<file path="config.mk">
export PLATFORM = sky130hd
export DESIGN_NAME = alu_seq
export DESIGN_NICKNAME = d
export VERILOG_FILES = /design/src/rtl/alu_pkg.sv /design/src/rtl/alu_seq_mul.sv /design/src/rtl/alu_seq.sv
export SDC_FILE = /design/constraint.sdc
export NUM_CORES = 1
export LEC_CHECK = 0
export BUFFER_PORTS_ARGS = -buffer_cell sky130_fd_sc_hd__buf_2
export CORE_ASPECT_RATIO = 0.5
export CORE_MARGIN = 2
export CORE_UTILIZATION = 55
export DETAILED_ROUTE_END_ITERATION = 16
export GPL_TIMING_DRIVEN = 0
export PLACE_DENSITY = 0.78
export SYNTH_ARGS = -nofsm -noshare
export SYNTH_HDL_FRONTEND = slang
export SYNTH_SLANG_ARGS = --single-unit
</file>
<file path="constraint.sdc">
create_clock -name CLK -period 2.85 [get_ports CLK]
set_input_delay 0.1425 -clock CLK [delete_from_list [all_inputs] [get_ports CLK]]
set_output_delay 0.1425 -clock CLK [all_outputs]
set_load 0.02 [all_outputs]
</file>
<file path="src/rtl/alu_pkg.sv">
// Shared constants for the multi-cycle ALU: opcodes, FSM state encoding and
// the width of the shift-amount counter.
package alu_pkg;

  typedef logic [2:0] opcode_t;

  localparam opcode_t OP_FWD  = 3'b000;
  localparam opcode_t OP_ADD  = 3'b001;
  localparam opcode_t OP_AND  = 3'b010;
  localparam opcode_t OP_OR   = 3'b011;
  localparam opcode_t OP_MULT = 3'b100;
  localparam opcode_t OP_LSL  = 3'b101;
  localparam opcode_t OP_LSR  = 3'b110;
  localparam opcode_t OP_ROR  = 3'b111;

  localparam logic [1:0] ST_IDLE  = 2'd0;
  localparam logic [1:0] ST_MUL   = 2'd1;
  localparam logic [1:0] ST_SHIFT = 2'd2;

  localparam int ALU_WIDTH = 8;

  // Shift count must hold the value WIDTH itself (saturated LSL/LSR), so one
  // bit more than clog2(WIDTH).
  function automatic int shamt_width(input int w);
    return $clog2(w) + 1;
  endfunction

  localparam int SHAMT_W = shamt_width(ALU_WIDTH);

endpackage

</file>
<file path="src/rtl/alu_seq_mul.sv">
// Shift-add multiplier iterator. One partial product is folded into the
// accumulator per clock; the product is truncated to WIDTH bits.
// Handshake: 'start' is a one-cycle load strobe from the parent FSM;
// 'done' is high (combinationally) during the last iteration cycle, and
// 'product' carries the final accumulator value in that same cycle.
module alu_seq_mul
  import alu_pkg::*;
#(
  parameter int WIDTH    = 8,
  parameter int MUL_ITER = WIDTH
) (
  input  logic             clk,
  input  logic             rst,
  input  logic             start,
  input  logic [WIDTH-1:0] a,
  input  logic [WIDTH-1:0] b,
  output logic             done,
  output logic [WIDTH-1:0] product
);

  localparam int CW = (MUL_ITER > 1) ? $clog2(MUL_ITER) : 1;
  localparam logic [CW-1:0] LAST = CW'(MUL_ITER - 1);

  logic [WIDTH-1:0] a_q, a_d;
  logic [WIDTH-1:0] b_q, b_d;
  logic [WIDTH-1:0] acc_q, acc_d;
  logic [CW-1:0]    cnt_q, cnt_d;
  logic             run_q, run_d;
  logic [WIDTH-1:0] partial;

  // Partial product of the current iteration; shifted bits beyond WIDTH drop.
  always_comb begin
    partial = '0;
    if (b_q[cnt_q]) partial = a_q << cnt_q;
  end

  assign done    = run_q && (cnt_q == LAST);
  assign product = acc_q + partial;

  // Next-state for operands, accumulator and iteration counter.
  always_comb begin
    a_d   = a_q;
    b_d   = b_q;
    acc_d = acc_q;
    cnt_d = cnt_q;
    run_d = run_q;
    if (start) begin
      a_d   = a;
      b_d   = b;
      acc_d = '0;
      cnt_d = '0;
      run_d = 1'b1;
    end else if (run_q) begin
      acc_d = acc_q + partial;
      cnt_d = cnt_q + 1'b1;
      if (cnt_q == LAST) begin
        run_d = 1'b0;
        cnt_d = '0;
      end
    end
  end

  // State registers with synchronous reset (reset aborts any product).
  always_ff @(posedge clk) begin
    if (rst) begin
      a_q   <= '0;
      b_q   <= '0;
      acc_q <= '0;
      cnt_q <= '0;
      run_q <= 1'b0;
    end else begin
      a_q   <= a_d;
      b_q   <= b_d;
      acc_q <= acc_d;
      cnt_q <= cnt_d;
      run_q <= run_d;
    end
  end

endmodule

</file>
<file path="src/rtl/alu_seq.sv">
// Multi-cycle ALU: single-cycle FWD/ADD/AND/OR, iterative MULT and
// bit-serial LSL/LSR/ROR. BUSY stalls the PC; RESULT/DONE feed write-back.
// Handshake: START is sampled only in IDLE; the accepting edge captures
// operands and SELECT. DONE is a one-cycle pulse in the cycle RESULT first
// shows the new value. START while BUSY is dropped, never queued.
module alu_seq
  import alu_pkg::*;
#(
  parameter int WIDTH    = 8,
  parameter int MUL_ITER = WIDTH
) (
  input  logic             CLK,
  input  logic             RESET,
  input  logic [WIDTH-1:0] DATA1,
  input  logic [WIDTH-1:0] DATA2,
  input  logic [2:0]       SELECT,
  input  logic             START,
  output logic [WIDTH-1:0] RESULT,
  output logic             ZERO,
  output logic             BUSY,
  output logic             DONE,
  output logic [1:0]       dbg_state
);

  localparam int SHW = shamt_width(WIDTH);

  logic [1:0]       state_q, state_d;
  logic [WIDTH-1:0] result_q, result_d;
  logic             done_q, done_d;
  logic [WIDTH-1:0] shreg_q, shreg_d;
  logic [SHW-1:0]   shcnt_q, shcnt_d;
  logic [2:0]       shop_q, shop_d;

  logic             mul_start;
  logic             mul_done;
  logic [WIDTH-1:0] mul_product;

  logic [31:0]      d2_ext;
  logic [31:0]      amt_lim;
  logic [31:0]      amt_rot;
  logic [SHW-1:0]   shamt;
  logic [WIDTH-1:0] shifted;

  alu_seq_mul #(
    .WIDTH    (WIDTH),
    .MUL_ITER (MUL_ITER)
  ) u_mul (
    .clk     (CLK),
    .rst     (RESET),
    .start   (mul_start),
    .a       (DATA1),
    .b       (DATA2),
    .done    (mul_done),
    .product (mul_product)
  );

  // Shift amount: LSL/LSR saturate at WIDTH, ROR wraps modulo WIDTH.
  always_comb begin
    d2_ext  = 32'(DATA2);
    amt_lim = (d2_ext > 32'(WIDTH)) ? 32'(WIDTH) : d2_ext;
    amt_rot = d2_ext % 32'(WIDTH);
    shamt   = (SELECT == OP_ROR) ? SHW'(amt_rot) : SHW'(amt_lim);
  end

  // One-bit step of the latched shift operation.
  always_comb begin
    shifted = shreg_q;
    case (shop_q)
      OP_LSL:  shifted = {shreg_q[WIDTH-2:0], 1'b0};
      OP_LSR:  shifted = {1'b0, shreg_q[WIDTH-1:1]};
      OP_ROR:  shifted = {shreg_q[0], shreg_q[WIDTH-1:1]};
      default: shifted = shreg_q;
    endcase
  end

  // Control FSM: dispatches ops from IDLE, waits on the multiplier, or
  // steps the shifter until its count runs out.
  always_comb begin
    state_d   = state_q;
    result_d  = result_q;
    done_d    = 1'b0;
    shreg_d   = shreg_q;
    shcnt_d   = shcnt_q;
    shop_d    = shop_q;
    mul_start = 1'b0;
    case (state_q)
      ST_IDLE: begin
        if (START) begin
          case (SELECT)
            OP_FWD: begin result_d = DATA2;         done_d = 1'b1; end
            OP_ADD: begin result_d = DATA1 + DATA2; done_d = 1'b1; end
            OP_AND: begin result_d = DATA1 & DATA2; done_d = 1'b1; end
            OP_OR:  begin result_d = DATA1 | DATA2; done_d = 1'b1; end
            OP_MULT: begin
              mul_start = 1'b1;
              state_d   = ST_MUL;
            end
            default: begin
              if (shamt == '0) begin
                result_d = DATA1;
                done_d   = 1'b1;
              end else begin
                shreg_d = DATA1;
                shcnt_d = shamt;
                shop_d  = SELECT;
                state_d = ST_SHIFT;
              end
            end
          endcase
        end
      end
      ST_MUL: begin
        if (mul_done) begin
          result_d = mul_product;
          done_d   = 1'b1;
          state_d  = ST_IDLE;
        end
      end
      ST_SHIFT: begin
        shreg_d = shifted;
        shcnt_d = shcnt_q - 1'b1;
        if (shcnt_q == SHW'(1)) begin
          result_d = shifted;
          done_d   = 1'b1;
          state_d  = ST_IDLE;
        end
      end
      default: state_d = ST_IDLE;
    endcase
  end

  // Registers; reset aborts any op in flight and clears RESULT.
  always_ff @(posedge CLK) begin
    if (RESET) begin
      state_q  <= ST_IDLE;
      result_q <= '0;
      done_q   <= 1'b0;
      shreg_q  <= '0;
      shcnt_q  <= '0;
      shop_q   <= OP_FWD;
    end else begin
      state_q  <= state_d;
      result_q <= result_d;
      done_q   <= done_d;
      shreg_q  <= shreg_d;
      shcnt_q  <= shcnt_d;
      shop_q   <= shop_d;
    end
  end

  assign RESULT    = result_q;
  assign ZERO      = (result_q == '0);
  assign BUSY      = (state_q != ST_IDLE);
  assign DONE      = done_q;
  assign dbg_state = state_q;

endmodule

</file>
**Word-level counts from Yosys, hierarchy flattened**

Cells that the tools add are included.
Widths: inputs -> output; s select.

- Input bits: 22
- Register bits after elaboration: 54
- ROM bits: 0
- Memory bits (writable): 0
- Output and inout port bits: 13
- Latch bits: 0
- Word-level logic and storage cells: 97
- Memories: 0

- Multiplexer cells: 39
- Reduce and logical (&&, ||, !) cells: 15
- Divide/modulo/power cells: 0
- Eq/ne operators: 21
- Shift-type cells: 1
- Multipliers: 0
- Bitwise logic cells: 4
- Add/sub/neg operators: 4
- Magnitude comparators: 2

Operator list:

| cell | number |
|---|---|
| $mux 8 | 8 |
| $pmux 8 s3 | 2 |
| $pmux 8 s5 | 1 |
| $mux 4 | 5 |
| $eq 3x3->1 const B | 6 |
| $add 8x8->8 | 2 |
| $pmux 8 s2 | 1 |
| $ne 2x2->1 const B | 7 |
| $mux 1 | 11 |
| $and 8x8->8 | 1 |
| $gt 8x4->1 const B | 1 |
| $logic_not 8->1 | 1 |
| $mux 2 | 4 |
| $or 8x8->8 | 1 |
| $pmux 4 s2 | 1 |
| $reduce_and 4->1 | 2 |
| $shl 8x3->8 | 1 |
| $eq 3x2->1 const B | 2 |
| $ne 6x2->1 const B | 1 |
| $pmux 2 s3 | 1 |
| $reduce_and 6->1 | 1 |
| $reduce_and 5->1 | 1 |
| $reduce_or 5->1 | 1 |
| $eq 4x1->1 const B | 1 |
| other kinds (21) | 23 |

**Longest topological paths before layout**

Gate-level depths: netlist (run 1).

- Depth after elaboration: 8
- Depth in mapped cells: 14
- Depth with buffers taken out: 12

**Modules after synthesis**

From an unflattened synthesis (run 1), not the netlist that was laid out.

- Cells, all modules: 477
- Area total of the unflattened synthesis: 3953.8 um^2

By module, submodules not included:

| module | sequential area each (um^2) | instances | cells an instance | area an instance (um^2) |
|---|---|---|---|---|
| alu_seq | 520.5 | 1 | 303 | 2309.7 |
| alu_seq_mul | 560.5 | 1 | 174 | 1644.1 |

**Worst setup path before layout (run 1)**

Ideal clock, no wire load.

- Kind: reg-to-reg
- Start: register u_mul.cnt_q[0]
- End: register result_q[4] (netlist: RESULT[4])
- Stages on the path, launching flop included: 13
- Required time: 2.780 ns
- Clock period less this slack: 2.949 ns
- Setup slack: -0.099 ns
- Data arrival time: 2.878 ns
- Buffers on the path: 1
- Setup time: 0.070 ns
- Cells stage by stage: dfxtp_1 > buf_2 > mux4_2 > nand2_1 > nor2_1 > ha_1 > fa_1 > a21o_1 > a21oi_1 > xnor2_1 > nand2_1 > a311o_2 > a21oi_1

- Longest elaborated chain between the ends: 6
- Elaborated cells on any way between the ends: 11
- Those cells by class: add/sub (1); eq/ne (2); shift (1); mux (5); reduce/logical (2)

Ends and longest elaborated chain:

| item | line | RTL |
|---|---|---|
| start, declared | alu_seq_mul.sv:27 | `logic [CW-1:0] cnt_q, cnt_d;` |
| start signal, assigned | alu_seq_mul.sv:75 | `cnt_q <= cnt_d;` |
| $bmux 1 s3 | alu_seq_mul.sv:34 | `if (b_q[cnt_q]) partial = a_q << cnt_q;` |
| $mux 1 (implied by the code) | alu_seq_mul.sv:34 |  |
| $mux 8 | alu_seq_mul.sv:34 |  |
| $add 8x8->8 | alu_seq_mul.sv:38 | `assign product = acc_q + partial;` |
| $mux 8 | alu_seq.sv:113 | `if (mul_done) begin` |
| $pmux 8 s3 | alu_seq.sv:86 | `case (state_q)` |
| end signal, assigned | alu_seq.sv:143 | `result_q <= result_d;` |
| end, declared | alu_seq.sv:28 | `logic [WIDTH-1:0] result_q, result_d;` |

Several ways; a longest one is shown, not always the timed one. The select of a mux whose other input is x is not followed.
A chain may end at the register's enable or synchronous reset.

**Final worst setup path (run 1)**

Same ends and word-level chain as after synthesis.

==> qor.yml, run 1 <==
status: "complete, but fails checks"
failed_checks: "setup timing"
crit_start: "u_mul.cnt_q[0]"
period_share_pct: 101
gr-total-overflow: 0
critPathLaunchType: "register"
final_layout_size_suffix_gt1_share_pct: 18.5
post-dp-hpwl_microns: 8640
slew_headroom_pct: 26.2
synth_cell_types: 64
min_from: "DATA2[6]"
synth_ff_type: "dfxtp_1"
avgSynthCellArea_sq_um: 7.87
netlist.area_leader.share_pct: 26.4
grt_max_degree: 19
die_h_microns: 65.1
dp_slack_ps: -391
cp.required_ps: 3090
syn_to_final_growth_pct: 17.6
syn_nets: 576
synth_seq_area_share_pct: 26.4
antenna_found_initial: 0
crit_type: "register to register"
wl_per_cell_microns: 17.6
irDropWorstVdd_mv: 0.255
yosysTopAreaCell: "dfxtp_1"
initialDrtViolationCount: 395
routed-via-count: 4112
synth_seq_cells: 54
gp_congestion: 0.928
synth-edff-count: 0
clk_pin_slew_ps: 80
worst_slack_ps: -25.9
worstPathArrival_ps: 3110
min_path_type: "input pin to register"
dieArea_sq_um: 8210
worst_slew_pin_slew_ps: 1100
grt_pass1_vias: 3644
final_util_pct: 66.4
drc: 0
pin_count: 35
total_power_mw: 2.24
place_inst: 649
core_area_sq_um: 7270
drv_cap: 0
cts_max_path_buffers: 2
power_density_nw_per_um2: 464
nFillCells: 635
rsz0062_at_grt: "true"
ant_nets: 0
htreeDepth: 2
cts_buffers: 5
dr.pass1.iters: 5
fin_cells: 668
die_width_microns: 126
ys_warn_count: 0
period_minus_slack_ps: 2880
critPathCaptureType: "register"
cts.sinks: 54
p_leak_nw: 1.92
finalMaxSlewViolations: 0
grt_pass1_wl_microns: 18300
synth.most_common_cell: "nand2_1"
synth_common_cells: "nand2_1 (64), dfxtp_1 (54), a21oi_1 (45)"
rows: 22
clock_latency_ps: 300
syn_area_sq_um: 4100
finalHoldViolations: 0
setup_viol: 1
fin_skew_ps: 7.23
synth.top_cells.by_area: "dfxtp_1 (26%), ha_1 (9.5%), nand2_1 (5.9%)"
clockRootBuffer: "clkbuf_16"
cp_max_fo: 5
track_usage_pct: 28.0
syn_inst: 521
io_buffers: 32
routed_wl_microns: 11700
cts_tree: "done"
start_util_pct: 56.4
antennaDiodeCount: 0
async_reset_ff_share_pct: 0
r2r-start: "u_mul.cnt_q[0]"
vias_per_cell: 6.16
nets: 626
clock.fmax_ghz: 0.348
registers in the layout, summed over array words and instances (netlist names):
signal and flops:
u_mul.run_q 1, shcnt_q 4, shreg_q 8, DONE 1, u_mul.b_q 8, u_mul.acc_q 8, u_mul.a_q 8, RESULT 8
shop_q 3, u_mul.cnt_q 3, dbg_state 2
cell type report:
cell class	count	area, sq um	area share [%]
Sequential cell	54	1090	22.6
Tap cell	96	120	2.49
Inverter	36	135	2.80
Buffer	30	128	2.65
Timing Repair Buffer	45	262	5.42
Multi-Input combinational cell	399	2920	60.5
Clock inverter	3	47.5	0.986
Clock buffer	5	125	2.59
cell usage in the layout, fill, tap and decap left out, drive strengths merged, types with 8 or more instances in the layout:
cell type	synthesis	routed
a211oi	8	8
nor3b	8	8
nand3	13	13
nor2	43	43
ha	31	31
mux4	8	8
clkbuf	27	31
mux2i	21	21
nor3	14	14
o21ai	28	28
nand2	64	64
inv	36	38
dfxtp	54	54
nor2b	12	12
nand2b	9	9
o211ai	18	18
a21oi	47	47
buf	5	49
kinds of logic (layout without fill, tap and decap cells):
group | Yosys count | after routing | share of synthesized area, %
xor+xnor | 7 | 7 | 1.86
flops | 54 | 54 | 26.4
buf+inv | 68 | 119 | 6.50
mux | 31 | 31 | 10.1
compound gates | 146 | 146 | 23.5
simple gates | 182 | 182 | 21.3
fa+ha+maj | 33 | 33 | 10.4
routing by layer:
layer / up-vias / track usage (%) / routed length [microns]
met2: 150 / 43.8 / 5220
met3: 16 / 4.87 / 813
met4: 0 / 6.73 / 128
met1: 1975 / 40.5 / 5580
met5: - / 0 / 0
li1: 1971 / - / -
through the flow:
step / area, sq um / TNS (ps) / hold WS, ps
after floorplan: 4110 / 0 / 278
after global placement: 4390 / -1870 / 436
after detailed placement: 4390 / -2020 / 440
after CTS: 4630 / -205 / 124
after global routing: 4820 / -252 / 135
final: 4820 / -25.9 / 126
repair_timing:
item	4_1_cts	5_1_grt
setup buffers	5	8
hold buffers	0	0
endpoints found under the setup margin	7	8
pin swaps	6	9
hold endpoints to repair	0	0
resized for setup	13	28
report_power, final:
group | switching, mW | internal, mW
combinational | 0.403 | 0.240
sequential | 0.0434 | 0.807
clock | 0.321 | 0.422
total | 0.767 | 1.47
worst paths after layout:
kind              cells after the start           end  slack, ps
setup / recovery                     11     RESULT[4]        -30
setup reg to reg                     11     RESULT[4]        -30
hold reg to reg                       2  u_mul.b_q[4]        460
hold / removal                        3  u_mul.b_q[6]        130
worst max-delay path, cell delays in order (launching register included):
cell and delay, ps:
dfxtp_4 390, mux4_2 550, nand2_2 120, nor2_1 60, ha_2 190, fa_2 350, a21o_1 190, a21oi_4 170
xnor2_2 150, nand2_1 110, a311o_2 420, a21oi_2 110
(Power assumes the default switching activity.)
==> run 2, diff against run 1 <==
--- a/config.mk
+++ b/config.mk
@@ -11,7 +11,7 @@
 export CORE_UTILIZATION = 55
 export DETAILED_ROUTE_END_ITERATION = 16
 export GPL_TIMING_DRIVEN = 0
-export PLACE_DENSITY = 0.78
+export PLACE_DENSITY = 0.77
 export SYNTH_ARGS = -nofsm -noshare
 export SYNTH_HDL_FRONTEND = slang
 export SYNTH_SLANG_ARGS = --single-unit
==> run 2 against run 1 <==
The flow still finishes with violations (setup timing). First-iteration DRC count is 0.76% higher. Worst setup slack worse by 3.2 ps. Final area is 0.57% higher. Core utilization is 0.38 points higher. Count of clock-buffer cells in the layout is 1 higher. Largest cell class unchanged. Total power is 4.3% lower. Via count is 0.32% lower. Sequential cell count stayed put.
==> qor.yml, run 2 (synthesis results as in run 1) <==
status: "complete, but fails checks"  # unchanged
failed_checks: "setup timing"  # unchanged
track_usage_pct: 29.4  # was 28.0%
slew_headroom_pct: 36.4  # was 26.2%
r2r_end: "RESULT[4]"  # unchanged
pin_count: 35  # unchanged
final_layout_size_suffix_gt1_share_pct: 19.0  # was 18.5%
r2r-start: "u_mul.cnt_q[0]"  # unchanged
cts_buffers: 5  # unchanged
layout_common_cells: "nand2_1 (62), dfxtp_1 (53), nor2_1 (40), a21oi_1 (40), inv_1 (36)"  # was nand2_1 (62), dfxtp_1 (52), nor2_1 (43), a21oi_1 (40), inv_1 (36)
clock_latency_ps: 300  # about the same
die_width_microns: 126  # unchanged
post-dp-hpwl_microns: 8720  # was 8640 microns
finalMaxSlewViolations: 0  # unchanged
worst-r2r-cell-count: 11  # unchanged
core_area_sq_um: 7270  # unchanged
rsz0062_at_grt: "true"  # unchanged
dr.pass1.iters: 5  # unchanged
final_util_pct: 66.7  # was 66.4%
place_inst: 649  # unchanged
grt_pass1_vias: 3716  # was 3644
worst_slack_ps: -29.1  # was -25.9 ps
pwr-share-comb_pct: 29.9  # was 28.8%
die_h_microns: 65.1  # unchanged
clockRootBuffer: "clkbuf_16"  # unchanged
period_share_pct: 101  # about the same
rows: 22  # unchanged
htreeDepth: 2  # unchanged
min_path_type: "input pin to register"  # unchanged
antenna_found_initial: 0  # unchanged
routed_wl_microns: 11700  # about the same
p_clk_share_pct: 30.3  # was 33.2%
worstPathArrival_ps: 3110  # about the same
setup_viol: 2  # was 1
cts_tree: "done"  # unchanged
vias_per_cell: 6.12  # was 6.16
fin_cells: 670  # was 668
busiest_layer: "met2"  # unchanged
power_density_nw_per_um2: 441  # was 464 nW/um^2
critPathLaunchType: "register"  # unchanged
critPathCaptureType: "register"  # unchanged
grtUsageMet3_pct: 7.76  # was 4.87%
worst_slew_pin_slew_ps: 947  # was 1100 ps
crit_buf_inv: 0  # unchanged
cp.required_ps: 3080  # was 3090 ps
cp_cell_sequence: "mux4_2, nand2_4, nor2_2, ha_2, fa_2, a21o_1, a21oi_4, xnor2_2, nand2_1, a311o_2, a21oi_2"  # was mux4_2, nand2_2, nor2_1, ha_2, fa_2, a21o_1, a21oi_4, xnor2_2, nand2_1, a311o_2, a21oi_2
swShare_pct: 34.5  # was 34.3%
routed-via-count: 4099  # was 4112
use_met1_pct: 40.9  # was 40.5%
grt_max_degree: 18  # was 19
crit_slowest_cell: "mux4_2"  # unchanged
nets: 628  # was 626
grt_pass1_wl_microns: 19000  # was 18300 microns
initialDrtViolationCount: 398  # was 395
pwr-share-seq_pct: 39.8  # was 38.0%
drv_cap: 0  # unchanged
final_common_cell: "nand2_1"  # unchanged
dieArea_sq_um: 8210  # unchanged
crit_type: "register to register"  # unchanged
cp_max_fo: 5  # unchanged
gp_congestion: 0.944  # was 0.928
fin_hold_ws_ps: 132  # was 126 ps
critPathTopFamily: "compound AO/OA/AOI/OAI gates"  # unchanged
drc: 0  # unchanged
io_buffers: 32  # unchanged
period_minus_slack_ps: 2880  # about the same
intPower_mw: 1.40  # was 1.47 mW
r2r_slack_ps: -30  # about the same
gr-total-overflow: 0  # unchanged
min_from: "DATA2[5]"  # was DATA2[6]
ant_nets: 0  # unchanged
cts.sinks: 54  # unchanged
fin_skew_ps: 6.59  # was 7.23 ps
irDropWorstVdd_mv: 0.311  # was 0.255 mV
finalHoldViolations: 0  # unchanged
clk_pin_slew_ps: 70  # was 80 ps
slowest_delay_ps: 560  # was 550 ps
switching_power_mw: 0.738  # was 0.767 mW
syn_to_final_growth_pct: 18.2  # was 17.6%
cts_max_path_buffers: 2  # unchanged
dp_slack_ps: -438  # was -391 ps
antennaDiodeCount: 0  # unchanged
p_leak_nw: 1.92  # about the same
whs_path_depth: 3  # unchanged
holdPathEnd: "u_mul.b_q[5]"  # was u_mul.b_q[6]
met2_usage_pct: 44.8  # was 43.8%
wl_per_cell_microns: 17.5  # was 17.6 microns
clock.fmax_ghz: 0.347  # was 0.348 GHz
start_util_pct: 56.4  # unchanged
==> run 2: cell count changes in the layout (fill, tap and decap cells not counted), sizes merged <==
cell / delta
clkbuf: +3
inv: -1
clkinvlp: +1
bufinv: -1
==> run 2: metrics by stage <==
| step | cell area [sq um] | power (mW) | setup TNS, ps |
|---|---|---|---|
| final | 4850 | 2.14 | -46.9 |
| after detailed placement | 4390 | 1.49 | -2280 |
| after CTS | 4710 | 2.13 | -67.7 |
| after global routing | 4850 | 2.25 | -318 |
| after floorplan | 4110 | 1.31 | 0 |
| after global placement | 4390 | 1.48 | -1860 |
==> run 2: worst max-delay path by stage <==
stage / depth (start not counted) / startpoint / end
floorplan: 12 / u_mul.cnt_q[0] / RESULT[4]
global placement: 13 / u_mul.cnt_q[1] / RESULT[5]
detailed placement: 13 / u_mul.cnt_q[1] / u_mul.acc_q[7]
CTS: 12 / u_mul.cnt_q[0] / RESULT[4]
global route: 11 / u_mul.cnt_q[0] / RESULT[5]
finish: 11 / u_mul.cnt_q[0] / RESULT[4]
==> run 2: worst min-delay path: cells and delay by family <==
kind / cells / cell delay [ps]
buffers and inverters: 1 / 140
AND/OR/NAND/NOR: 1 / 60
AO/OA/AOI/OAI: 1 / 50
==> run 2: power groups by stage <==
stage          logic [mW]  clock network, mW  registers, mW
6_report            0.640              0.649          0.851
5_1_grt             0.708              0.686          0.860
4_1_cts             0.628              0.655          0.850
3_5_place_dp        0.618                  0          0.867
2_1_floorplan       0.423                  0          0.884
3_3_place_gp        0.610                  0          0.865
==> run 2: what timing repair did <==
item                                    4_1_cts  5_1_grt
buffers inserted                              8        6
hold buffers                                  0        0
gates resized for setup                      26       21
endpoints found under the setup margin        8        7
pin swaps                                     9       10
==> run 2: cell type report <==
cell class                      count  area, sq um
Multi-Input combinational cell    399         2940
Fill cell                         634         2420
Sequential cell                    54         1080
Timing Repair Buffer               46          273
Buffer                             31          141
Clock buffer                        6          139
Inverter                           36          135
Tap cell                           96          120
Clock inverter                      2         16.3
==> run 2: metal layers <==
metal	routed length, microns	vias to the layer above
met3	988	36
met1	5330	1926
met5	0	-
met2	5040	172
li1	-	1965
met4	348	0
==> run 3, diff against run 2 <==
--- a/config.mk
+++ b/config.mk
@@ -7,7 +7,7 @@
 export LEC_CHECK = 0
 export BUFFER_PORTS_ARGS = -buffer_cell sky130_fd_sc_hd__buf_2
 export CORE_ASPECT_RATIO = 0.5
-export CORE_MARGIN = 2
+export CORE_MARGIN = 4
 export CORE_UTILIZATION = 55
 export DETAILED_ROUTE_END_ITERATION = 16
 export GPL_TIMING_DRIVEN = 0
==> run 3 against run 2 <==
The flow still finishes with violations (setup timing). Hold slack worse by 1.9 ps. Critical path depth stayed put. Cell count is 1.6% lower. Core utilization is 0.72 points higher. Non-clock buffer count is 7 lower. Largest cell class unchanged.
==> qor.yml, run 3 (synthesis results as in run 1) <==
grt_max_degree: 18  # unchanged
syn_to_final_growth_pct: 14.5  # was 18.2%
dp_slack_ps: -462  # was -438 ps
clock_latency_ps: 300  # about the same
drc: 0  # unchanged
nets: 621  # was 628
gp_congestion: 0.990  # was 0.944
start_util_pct: 58.9  # was 56.4%
routed_wl_microns: 11800  # was 11700 microns
clock.fmax_ghz: 0.345  # was 0.347 GHz
final_layout_size_suffix_gt1_share_pct: 16.9  # was 19.0%
layout_common_cells: "nand2_1 (63), dfxtp_1 (52), nor2_1 (43), a21oi_1 (41), inv_1 (36)"  # was nand2_1 (62), dfxtp_1 (53), nor2_1 (40), a21oi_1 (40), inv_1 (36)
grt_pass1_wl_microns: 18500  # was 19000 microns
worstPathArrival_ps: 3100  # was 3110 ps
intPower_mw: 1.37  # was 1.40 mW
cts_buffers: 5  # unchanged
final_area_sq_um: 4700  # was 4850 sq um
seqCellArea_sq_um: 1090  # was 1080 sq um
grt_pass1_vias: 3541  # was 3716
dr.pass1.iters: 6  # was 5
die_h_microns: 69.1  # was 65.1 microns
worst-r2r-cell-count: 11  # unchanged
irDropWorstVdd_mv: 0.255  # was 0.311 mV
rows: 21  # was 22
final_common_cell: "nand2_1"  # unchanged
worst_slew_pin_slew_ps: 1020  # was 947 ps
routed-via-count: 4062  # was 4099
cp.required_ps: 3050  # was 3080 ps
finalHoldViolations: 0  # unchanged
holdBufCountCts: 0  # unchanged
swShare_pct: 35.2  # was 34.5%
multiInputGateArea_sq_um: 2860  # was 2940 sq um
worst_slack_ps: -49.2  # was -29.1 ps
io_buffers: 32  # unchanged
failed_checks: "setup timing"  # unchanged
critPathLaunchType: "register"  # unchanged
finalMaxSlewViolations: 0  # unchanged
cts_tree: "done"  # unchanged
dieArea_sq_um: 8990  # was 8210 sq um
p_clk_share_pct: 29.6  # was 30.3%
r2r-start: "u_mul.cnt_q[0]"  # unchanged
nFillCells: 593  # was 634
cp_max_fo: 6  # was 5
placedInstanceArea_sq_um: 4390  # about the same
wl_per_cell_microns: 17.8  # was 17.5 microns
r2r_slack_ps: -50  # was -30 ps
pwr-share-seq_pct: 40.2  # was 39.8%
cts.sinks: 54  # unchanged
drv_cap: 0  # unchanged
whs_path_depth: 3  # unchanged
slew_headroom_pct: 31.8  # was 36.4%
period_minus_slack_ps: 2900  # was 2880 ps
initialDrtViolationCount: 410  # was 398
vias_per_cell: 6.16  # was 6.12
min_from: "DATA2[6]"  # was DATA2[5]
ant_nets: 0  # unchanged
critPathCaptureType: "register"  # unchanged
clockRootBuffer: "clkbuf_16"  # unchanged
rsz0062_at_grt: "true"  # unchanged
antenna_found_initial: 0  # unchanged
fin_skew_ps: 12.9  # was 6.59 ps
switching_power_mw: 0.745  # was 0.738 mW
crit_type: "register to register"  # unchanged
pin_count: 35  # unchanged
fin_tns_setup_ps: -49.5  # was -46.9 ps
die_width_microns: 130  # was 126 microns
track_usage_pct: 25.7  # was 29.4%
core_area_sq_um: 6960  # was 7270 sq um
antennaDiodeCount: 0  # unchanged
status: "complete, but fails checks"  # unchanged
gr-total-overflow: 0  # unchanged
power_density_nw_per_um2: 451  # was 441 nW/um^2
p_leak_nw: 1.87  # was 1.92 nW
pwr-share-comb_pct: 30.2  # was 29.9%
setup_viol: 2  # unchanged
clk_pin_slew_ps: 70  # about the same
min_path_type: "input pin to register"  # unchanged
post-dp-hpwl_microns: 8900  # was 8720 microns
cts_max_path_buffers: 2  # unchanged
r2r_end: "RESULT[5]"  # was RESULT[4]
holdPathEnd: "u_mul.b_q[6]"  # was u_mul.b_q[5]
period_share_pct: 102  # was 101%
htreeDepth: 2  # unchanged
run 3: cell types whose count changed in the layout (fill, tap and decap cells not counted), sizes merged:
cell	delta
buf	-5
clkbuf	-3
inv	-1
clkinv	+2
run 3: through the flow:
step | util (%) | hold WS (ps) | instances | power [mW]
2_1_floorplan | - | 278 | 521 | 1.31
3_3_place_gp | 63.0 | 436 | 645 | 1.48
3_5_place_dp | 63.0 | 440 | 645 | 1.49
4_1_cts | 66.5 | 122 | 657 | 2.11
5_1_grt | 67.5 | 131 | 659 | 2.22
6_report | 67.5 | 130 | 659 | 2.12
run 3: layout make-up:
class                           count  share of cell area (%)
Inverter                           36                    2.88
Clock buffer                        5                    2.66
Tap cell                           92                    2.45
Clock inverter                      3                   0.453
Timing Repair Buffer               40                    4.77
Sequential cell                    54                    23.1
Multi-Input combinational cell    399                    60.9
Buffer                             30                    2.72
run 3: worst max path at each step:
stage	depth (start not counted)	startpoint	slack (ps)	endpoint
2_1_floorplan	12	u_mul.cnt_q[0]	20	RESULT[4]
3_3_place_gp	13	u_mul.cnt_q[1]	-450	RESULT[5]
3_5_place_dp	13	u_mul.cnt_q[1]	-460	RESULT[5]
4_1_cts	12	u_mul.cnt_q[0]	-50	RESULT[4]
5_1_grt	11	u_mul.cnt_q[0]	-160	RESULT[5]
6_report	11	u_mul.cnt_q[0]	-50	RESULT[5]
run 3: timing repair:
item / 4_1_cts / 5_1_grt
endpoints found under the setup margin: 7 / 7
gates cloned: 0 / 0
setup buffers: 5 / 3
hold endpoints to repair: 0 / 0
pin swaps: 4 / 5
gates resized for setup: 19 / 14
run 3: power groups by stage:
stage               logic (mW)  registers [mW]  clock network (mW)
global placement         0.613           0.867                   0
CTS                      0.631           0.851               0.631
floorplan                0.423           0.884                   0
finish                   0.640           0.852               0.626
detailed placement       0.620           0.868                   0
global route             0.700           0.860               0.658
run 3: critical path: stages, from the launching register on:
cell and delay, ps:
dfxtp_4 390, buf_4 120, mux4_2 540, a21boi_4 190, nor2_1 80, ha_2 390, nor4bb_2 360, a31oi_2 130
o21ai_2 150, nor3_2 70, o41a_1 320, o41ai_1 60
run 3: routing by layer:
metal | share of wire (%) | vias up | track usage (%)
met5 | 0 | - | 0
met4 | 1.8 | 0 | 5.53
met3 | 8.4 | 25 | 6.71
met2 | 43 | 175 | 36.1
met1 | 47 | 1905 | 39.0
li1 | - | 1957 | -
